### src/rtl/simon_key_r_iter.sv
// Iterative reverse key schedule for Simon 32/64: loaded with k28..k31, it emits k31 down to k0
// one key per valid/ready handshake by inverting the forward key recurrence.
module simon_key_r_iter #(
   parameter logic [15:0] C_CONST = 16'hfffc,
   parameter logic [61:0] Z_SEQ   =
      62'b01100111000011010100100010111110110011100001101010010001011111
) (
   input  logic        clk,
   input  logic        rst,
   input  logic        start,
   input  logic [63:0] tail_keys,
   input  logic        key_ready,
   output logic        key_valid,
   output logic [15:0] key_out,
   output logic [4:0]  key_idx,
   output logic        busy,
   output logic        done
);

   typedef enum logic [1:0] {StIdle, StTail, StRun, StDone} state_e;

   state_e      state_q, state_d;
   logic [4:0]  idx_q, idx_d;
   logic [15:0] w0_q, w1_q, w2_q, w3_q;
   logic [15:0] w0_d, w1_d, w2_d, w3_d;
   logic [15:0] t, f, k_run, k_tail;
   logic        xfer;

   // Inverse round: window holds k[idx+1..idx+4], so k[idx] is recovered from w3 and f(w0, w2).
   always_comb begin
      t     = {w2_q[2:0], w2_q[15:3]} ^ w0_q;
      f     = t ^ {t[0], t[15:1]};
      k_run = w3_q ^ f ^ C_CONST ^ {15'b0, Z_SEQ[idx_q]};
   end

   // In the tail phase idx is 31..28, so its low two bits select w3..w0.
   always_comb begin
      unique case (idx_q[1:0])
         2'd3:    k_tail = w3_q;
         2'd2:    k_tail = w2_q;
         2'd1:    k_tail = w1_q;
         default: k_tail = w0_q;
      endcase
   end

   always_comb begin
      key_valid = (state_q == StTail) || (state_q == StRun);
      busy      = key_valid;
      done      = (state_q == StDone);
      key_idx   = key_valid ? idx_q : 5'd0;
      key_out   = 16'd0;
      if (state_q == StTail) begin
         key_out = k_tail;
      end else if (state_q == StRun) begin
         key_out = k_run;
      end
   end

   assign xfer = key_valid && key_ready;

   always_comb begin
      state_d = state_q;
      idx_d   = idx_q;
      w0_d    = w0_q;
      w1_d    = w1_q;
      w2_d    = w2_q;
      w3_d    = w3_q;
      unique case (state_q)
         StIdle: begin
            if (start) begin
               w0_d    = tail_keys[63:48];
               w1_d    = tail_keys[47:32];
               w2_d    = tail_keys[31:16];
               w3_d    = tail_keys[15:0];
               idx_d   = 5'd31;
               state_d = StTail;
            end
         end
         StTail: begin
            if (xfer) begin
               idx_d = idx_q - 5'd1;
               if (idx_q == 5'd28) begin
                  state_d = StRun;
               end
            end
         end
         StRun: begin
            if (xfer) begin
               w3_d = w2_q;
               w2_d = w1_q;
               w1_d = w0_q;
               w0_d = k_run;
               if (idx_q == 5'd0) begin
                  state_d = StDone;
               end else begin
                  idx_d = idx_q - 5'd1;
               end
            end
         end
         StDone:  state_d = StIdle;
         default: state_d = StIdle;
      endcase
   end

   always_ff @(posedge clk or posedge rst) begin
      if (rst) begin
         state_q <= StIdle;
         idx_q   <= 5'd0;
         w0_q    <= 16'd0;
         w1_q    <= 16'd0;
         w2_q    <= 16'd0;
         w3_q    <= 16'd0;
      end else begin
         state_q <= state_d;
         idx_q   <= idx_d;
         w0_q    <= w0_d;
         w1_q    <= w1_d;
         w2_q    <= w2_d;
         w3_q    <= w3_d;
      end
   end

endmodule

### config.mk
export PLATFORM = sky130hd
export DESIGN_NAME = simon_key_r_iter
export DESIGN_NICKNAME = d
export VERILOG_FILES = /design/src/rtl/simon_key_r_iter.sv
export SDC_FILE = /design/constraint.sdc
export NUM_CORES = 1
export LEC_CHECK = 0
export ABC_CLOCK_PERIOD_IN_PS = 3900
export BUFFER_PORTS_ARGS = -buffer_cell sky130_fd_sc_hd__buf_2
export CAP_MARGIN = 20
export CELL_PAD_IN_SITES_DETAIL_PLACEMENT = 0
export CELL_PAD_IN_SITES_GLOBAL_PLACEMENT = 2
export CORE_ASPECT_RATIO = 0.7
export CORE_MARGIN = 10
export CORE_UTILIZATION = 25
export DETAILED_ROUTE_END_ITERATION = 7
export GPL_TIMING_DRIVEN = 0
export MAX_ROUTING_LAYER = met4
export PLACE_DENSITY = 0.61
export SYNTH_ARGS = -nofsm -noshare
export SYNTH_HDL_FRONTEND = slang
export SYNTH_SLANG_ARGS = --single-unit
### constraint.sdc
create_clock -name clk -period 3.9 [get_ports clk]
set_input_delay 0.78 -clock clk [delete_from_list [all_inputs] [get_ports clk]]
set_output_delay 0.78 -clock clk [all_outputs]
set_load 0.005 [all_outputs]
==> results_dict.tcl, run 1 <==
set metrics [dict create \
    path_clk_slew_ns 0.07 \
    syn_area_per_cell_sq_um 9.03 \
    critical_path_class "flop to primary output" \
    start_util_pct 25.3 \
    cts_tree "yes" \
    dp_hpwl_um 13500 \
    fillCellCount 1901 \
    dp.cells 829 \
    mappedNetlistArea_sq_mm 0.00452 \
    routed_wl_um 18100 \
    vias_per_cell 4.82 \
    grt_antenna_before_repair 0 \
    crit_slowest_cell "clkbuf_1" \
    hp-class "primary input to async pin" \
    yosysWarnings 0 \
    ant_nets 0 \
    critPathMaxStageDelay_ns 0.66 \
    cpMostUsedCell "clkbuf_1" \
    clk_path_buf_depth 2 \
    cts_hold_repair.buffers 0 \
    port-buffer-count 91 \
    p_leak_nw 2.49 \
    drt-initial-drc-count 372 \
    yosysSeqAreaShare_pct 39.3 \
    setup_tns_ns 0 \
    yosysMostFrequentCell "nand2_1" \
    finalClockSkew_ns 0.0100 \
    async_reset_ff_share_pct 100 \
    crit_chain "ha_1 > clkbuf_1 > clkbuf_1 > a222oi_1 > o21ai_0 > nand2_1 > o31ai_1 > buf_2" \
    grt_max_degree 55 \
    die-area_sq_mm 0.0240 \
    irDropWorstVdd_mv 0.360 \
    arrival_ns 2.86 \
    cts_inserted_buffers 9 \
    die_y_um 133 \
    maxSlewViolCount 0 \
    yosys.area.top_type "dfrtp_1" \
    cp-start-kind "flop" \
    cpLargestDelayFamily "buffers and inverters" \
    multi_input_area_sq_mm 0.00254 \
    netlist_instances 501 \
    grt_pass1_vias 4228 \
    firstDrtPassIters 6 \
    core_area_sq_mm 0.0179 \
    final_util_pct 31.7 \
    dpl_cell_area_sq_mm 0.00530 \
    grt_pass1_wl_um 27700 \
    post-route-min-period_ns 3.64 \
    seqCellArea_sq_mm 0.00178 \
    ys_ff_latch 71 \
    fin_nets 684 \
    rsz0062_at_grt "no" \
    die_w_um 181 \
    synth.top_cells.by_area "dfrtp_1 39%, mux2i_1 11%, o21ai_0 9.0%, xnor2_1 8.9%, nand2_1 7.0%" \
    path_buf_inv 3 \
    max_clock_freq_mhz 274 \
    worstPathRequired_ns 3.12 \
    worst_slack_ns 0.255 \
    gr-total-overflow 0 \
    wl_per_cell_um 21.4 \
    synthFlopType "dfrtp_1" \
    relSlewSlack_pct 24.4 \
    io_pins 92 \
    area_growth_syn_to_layout_pct 25.4 \
    rrSetupSlack_ns 1.33 \
    ys_types 39 \
    drive_above_1_share_pct 20.3 \
    endpoint_kind "primary output" \
    synth_edf_count 0 \
    cp_max_fo 10 \
    setup_viol 0 \
    synth_nets 580 \
    clockRootBuffer "clkbuf_16" \
    reg2regPathDepth 8 \
    place.gp.congestion 0.807 \
    clk_latency_ns 0.35 \
    fin_crit_sh_pct 93.5 \
    post_cts.repair.setup_buffers 0 \
    drv_cap 0 \
    htree_levels 3 \
    stdcell_count 846 \
    track_usage_pct 15.6 \
    dp_slack_ns 0.626 \
    drc 0 \
    vias 4076 \
    rows 41 \
    cts.sinks 71 \
    crit_cells 8 \
    powerDensity_mw_per_mm2 1140 \
    synth_top_area_share_pct 39.3 \
    fin_area_sq_mm 0.00567 \
    status "finished, final reports clean" \
    synth.cells.most_frequent "84 x nand2_1, 81 x o21ai_0, 71 x dfrtp_1" \
    antenna_cells 0 \
    worst_slew_pin_slew_ns 1.13 \
    finalHoldViolations 0 \
]
[worst reg2reg max path, cell delays in order (launching register included)]
cell and delay (ns):
dfrtp_1 0.38, inv_1 0.10, ha_1 0.43, and3_1 0.23, o21ai_1 0.34, buf_2 0.28
clkbuf_1 0.53, nand2_1 0.10, o21ai_0 0.10
[metal layers]
metal  up-vias  routed length (um)  global-route usage, %
met5         -                   0                      -
met4         0                 131                   3.00
met3        11                 765                   2.97
met2       111                7380                   21.6
met1      1975                9830                   22.7
li1       1979                   -                      -
[flip-flops by register name, summed over array words and instances (netlist names)]
name	cells
idx_q	5
state_q	2
w0_q	16
w3_q	16
w2_q	16
w1_q	16
[stage by stage]
step | total power [W] | hold WS [ns]
2_1_floorplan | 0.00411 | 0.471
3_3_place_gp | 0.00542 | 0.504
3_5_place_dp | 0.00546 | 0.508
4_1_cts | 0.00649 | 0.385
5_1_grt | 0.00699 | 0.396
6_report | 0.00644 | 0.379
[path summary, 6_finish.rpt]
check                            from           to
max                          idx_q[0]  key_out[14]
max reg2reg                state_q[0]      w3_q[0]
min in group clk             w1_q[11]     w1_q[11]
min                               rst      w1_q[5]
max in group asynchronous         rst     idx_q[3]
min reg2reg                  w1_q[11]     w1_q[11]
[final cells by class]
cell class                      count  area share (%)
Clock inverter                      5            1.83
Clock buffer                       11            4.46
Inverter                           10           0.706
Tap cell                          236            5.21
Sequential cell                    71            31.3
Buffer                             40            2.93
Timing Repair Buffer               93            8.71
Multi-Input combinational cell    380            44.8
[cell families after synthesis]
logic type	share of synthesized area (%)
and+or+nand+nor	10.8
adders and majority gates	3.04
AOI/OAI and AO/OA	20.9
buffers and inverters	4.48
muxes	11.6
xor gates and xnor gates	9.85
DFF	39.3
[report_power, final]
part           internal (W)  switching, W
combinational       0.00160       0.00228
clock              0.000660      0.000343
sequential          0.00111      0.000446
total               0.00337       0.00307
[what timing repair did]
| item | CTS | global route |
|---|---|---|
| endpoints found under the hold margin | 0 | 0 |
| endpoints found under the setup margin | 0 | 4 |
| resized for setup | 0 | 2 |
[cells in the final DEF (no fill, tap or decap), types with 2 or more instances in the layout]
master and count:
ha_1 11, nor2b_1 3, a222oi_1 16, and3_1 2, o21ai_1 2, a31oi_1 2
buf_2 100, clkbuf_8 2, a21o_1 13, xor2_1 3, o31ai_1 14, dfrtp_1 71
clkbuf_1 26, nor2_1 10, buf_1 3, nand2b_1 2, clkbuf_16 9, nor3b_1 3
a21oi_1 20, o21ai_0 81, and2_1 3, mux2i_1 50, inv_1 9, bufinv_16 3
nand2_1 84, xnor2_1 46
(Power assumes the default switching activity.)
==> inputs of run 2 (changes only) <==
- ABC_CLOCK_PERIOD_IN_PS: 3900 -> 4000
- PLACE_DENSITY: 0.61 -> 0.69
- clock period: 3.9 -> 4 ns (I/O delays scaled with it)
==> results_dict.tcl, run 2 (synthesis gave the netlist of run 1 again) <==
set metrics [dict create \
    drive_above_1_share_pct 19.9 \
    routed_wl_um 17600 \
    fillCellCount 1913 \
    fin_crit_sh_pct 93.9 \
    cpLargestDelayFamily "buffers and inverters" \
    finalHoldViolations 0 \
    cp-start-kind "flop" \
    p_leak_nw 2.45 \
    port-buffer-count 91 \
    crit_slowest_cell "clkbuf_1" \
    hp-class "primary input to async pin" \
    gr-total-overflow 0 \
    rsz0062_at_grt "no" \
    setup_tns_ns 0 \
    clk_latency_ns 0.35 \
    area_growth_syn_to_layout_pct 24.2 \
    antenna_cells 0 \
    dp_hpwl_um 13200 \
    cpMostUsedCell "clkbuf_1" \
    worstPathRequired_ns 3.20 \
    cts_tree "yes" \
    htree_levels 3 \
    path_clk_slew_ns 0.06 \
    clockRootBuffer "clkbuf_16" \
    io_pins 92 \
    setup_viol 0 \
    cts.sinks 71 \
    wl_per_cell_um 20.8 \
    worst_slew_pin_slew_ns 1.06 \
    fin_nets 683 \
    irDropWorstVdd_mv 0.272 \
    critPathMaxStageDelay_ns 0.50 \
    place.gp.congestion 0.866 \
    finalClockSkew_ns 0.0107 \
    post-route-min-period_ns 3.76 \
    core_area_sq_mm 0.0179 \
    drt-initial-drc-count 370 \
    status "finished, final reports clean" \
    vias 4089 \
    die-area_sq_mm 0.0240 \
    endpoint_kind "primary output" \
    maxSlewViolCount 0 \
    dp_slack_ns 0.710 \
    ant_nets 0 \
    grt_pass1_vias 4232 \
    powerDensity_mw_per_mm2 1090 \
    grt_pass1_wl_um 26700 \
    post_cts.repair.setup_buffers 0 \
    cts_inserted_buffers 9 \
    dp.cells 829 \
    fin_area_sq_mm 0.00562 \
    track_usage_pct 15.0 \
    path_buf_inv 4 \
    vias_per_cell 4.84 \
    layout_common_cells "100 x buf_2, 84 x nand2_1, 81 x o21ai_0, 71 x dfrtp_1, 50 x mux2i_1" \
    drv_cap 0 \
    drc 0 \
    critical_path_class "flop to primary output" \
    grt_antenna_before_repair 0 \
    reg2reg_from "state_q[0]" \
    p_total_w 0.00613 \
    crit_chain "inv_1 > ha_1 > clkbuf_1 > clkbuf_1 > a222oi_1 > o21ai_0 > nand2_1 > o31ai_1 > buf_2" \
    clk_path_buf_depth 2 \
    cp_max_fo 10 \
    start_util_pct 25.3 \
    rows 41 \
    arrival_ns 2.96 \
    die_w_um 181 \
    die_y_um 133 \
    grt_max_degree 59 \
    firstDrtPassIters 5 \
    cts.repair.resized 0 \
    cts_hold_repair.buffers 0 \
    stdcell_count 845 \
    layout_commonest_cell "buf_2" \
    worst_slack_ns 0.245 \
    relSlewSlack_pct 29.5 \
    max_clock_freq_mhz 266 \
    crit_path_start "idx_q[0]" \
    dpl_cell_area_sq_mm 0.00530 \
]
==> run 2: cell types whose count changed in the layout (fill, tap and decap cells not counted), sizes merged <==
cell / previous run / this run
bufinv: 3 / 2
clkinvlp: 0 / 2
clkbuf: 38 / 37
buf: 106 / 105
==> run 2: layout make-up <==
type	instances	area (sq um)	area share, %
inverters	10	40.0	0.713
clock inverters	6	85.1	1.51
well taps	236	295	5.26
repair buffers	92	483	8.60
multi-input cells	380	2540	45.3
clock buffers	10	229	4.08
plain buffers	40	165	2.94
flip-flops and latches	71	1780	31.6
==> run 2: final timing paths <==
check | slack, ns | cells after the start | to
setup / recovery | 0.24 | 9 | key_out[6]
hold / removal | 0.37 | 2 | w1_q[4]
setup reg to reg | 1.42 | 8 | w3_q[10]
hold reg to reg | 0.52 | 2 | w1_q[9]
max in group asynchronous | 3.04 | 3 | w3_q[12]
min in group clk | 0.52 | 2 | w1_q[9]
==> run 2: per-stage QoR <==
stage | util [%] | hold WS [ns]
finish | 31.4 | 0.372
global route | 31.4 | 0.384
CTS | 31.4 | 0.377
detailed placement | 29.6 | 0.502
global placement | 29.5 | 0.495
floorplan | - | 0.471
==> run 2: routing by layer <==
metal / vias to the layer above / track usage [%] / part of all wire, %
met2: 125 / 21.4 / 42
met1: 1977 / 20.9 / 51
met4: 0 / 3.23 / 0.91
met3: 11 / 3.65 / 6.0
li1: 1976 / - / -
met5: - / - / 0
==> run 2: where the power goes <==
group | switching [W] | internal, W
combinational | 0.00218 | 0.00155
clock | 0.000338 | 0.000544
sequential | 0.000429 | 0.00108
total | 0.00295 | 0.00318
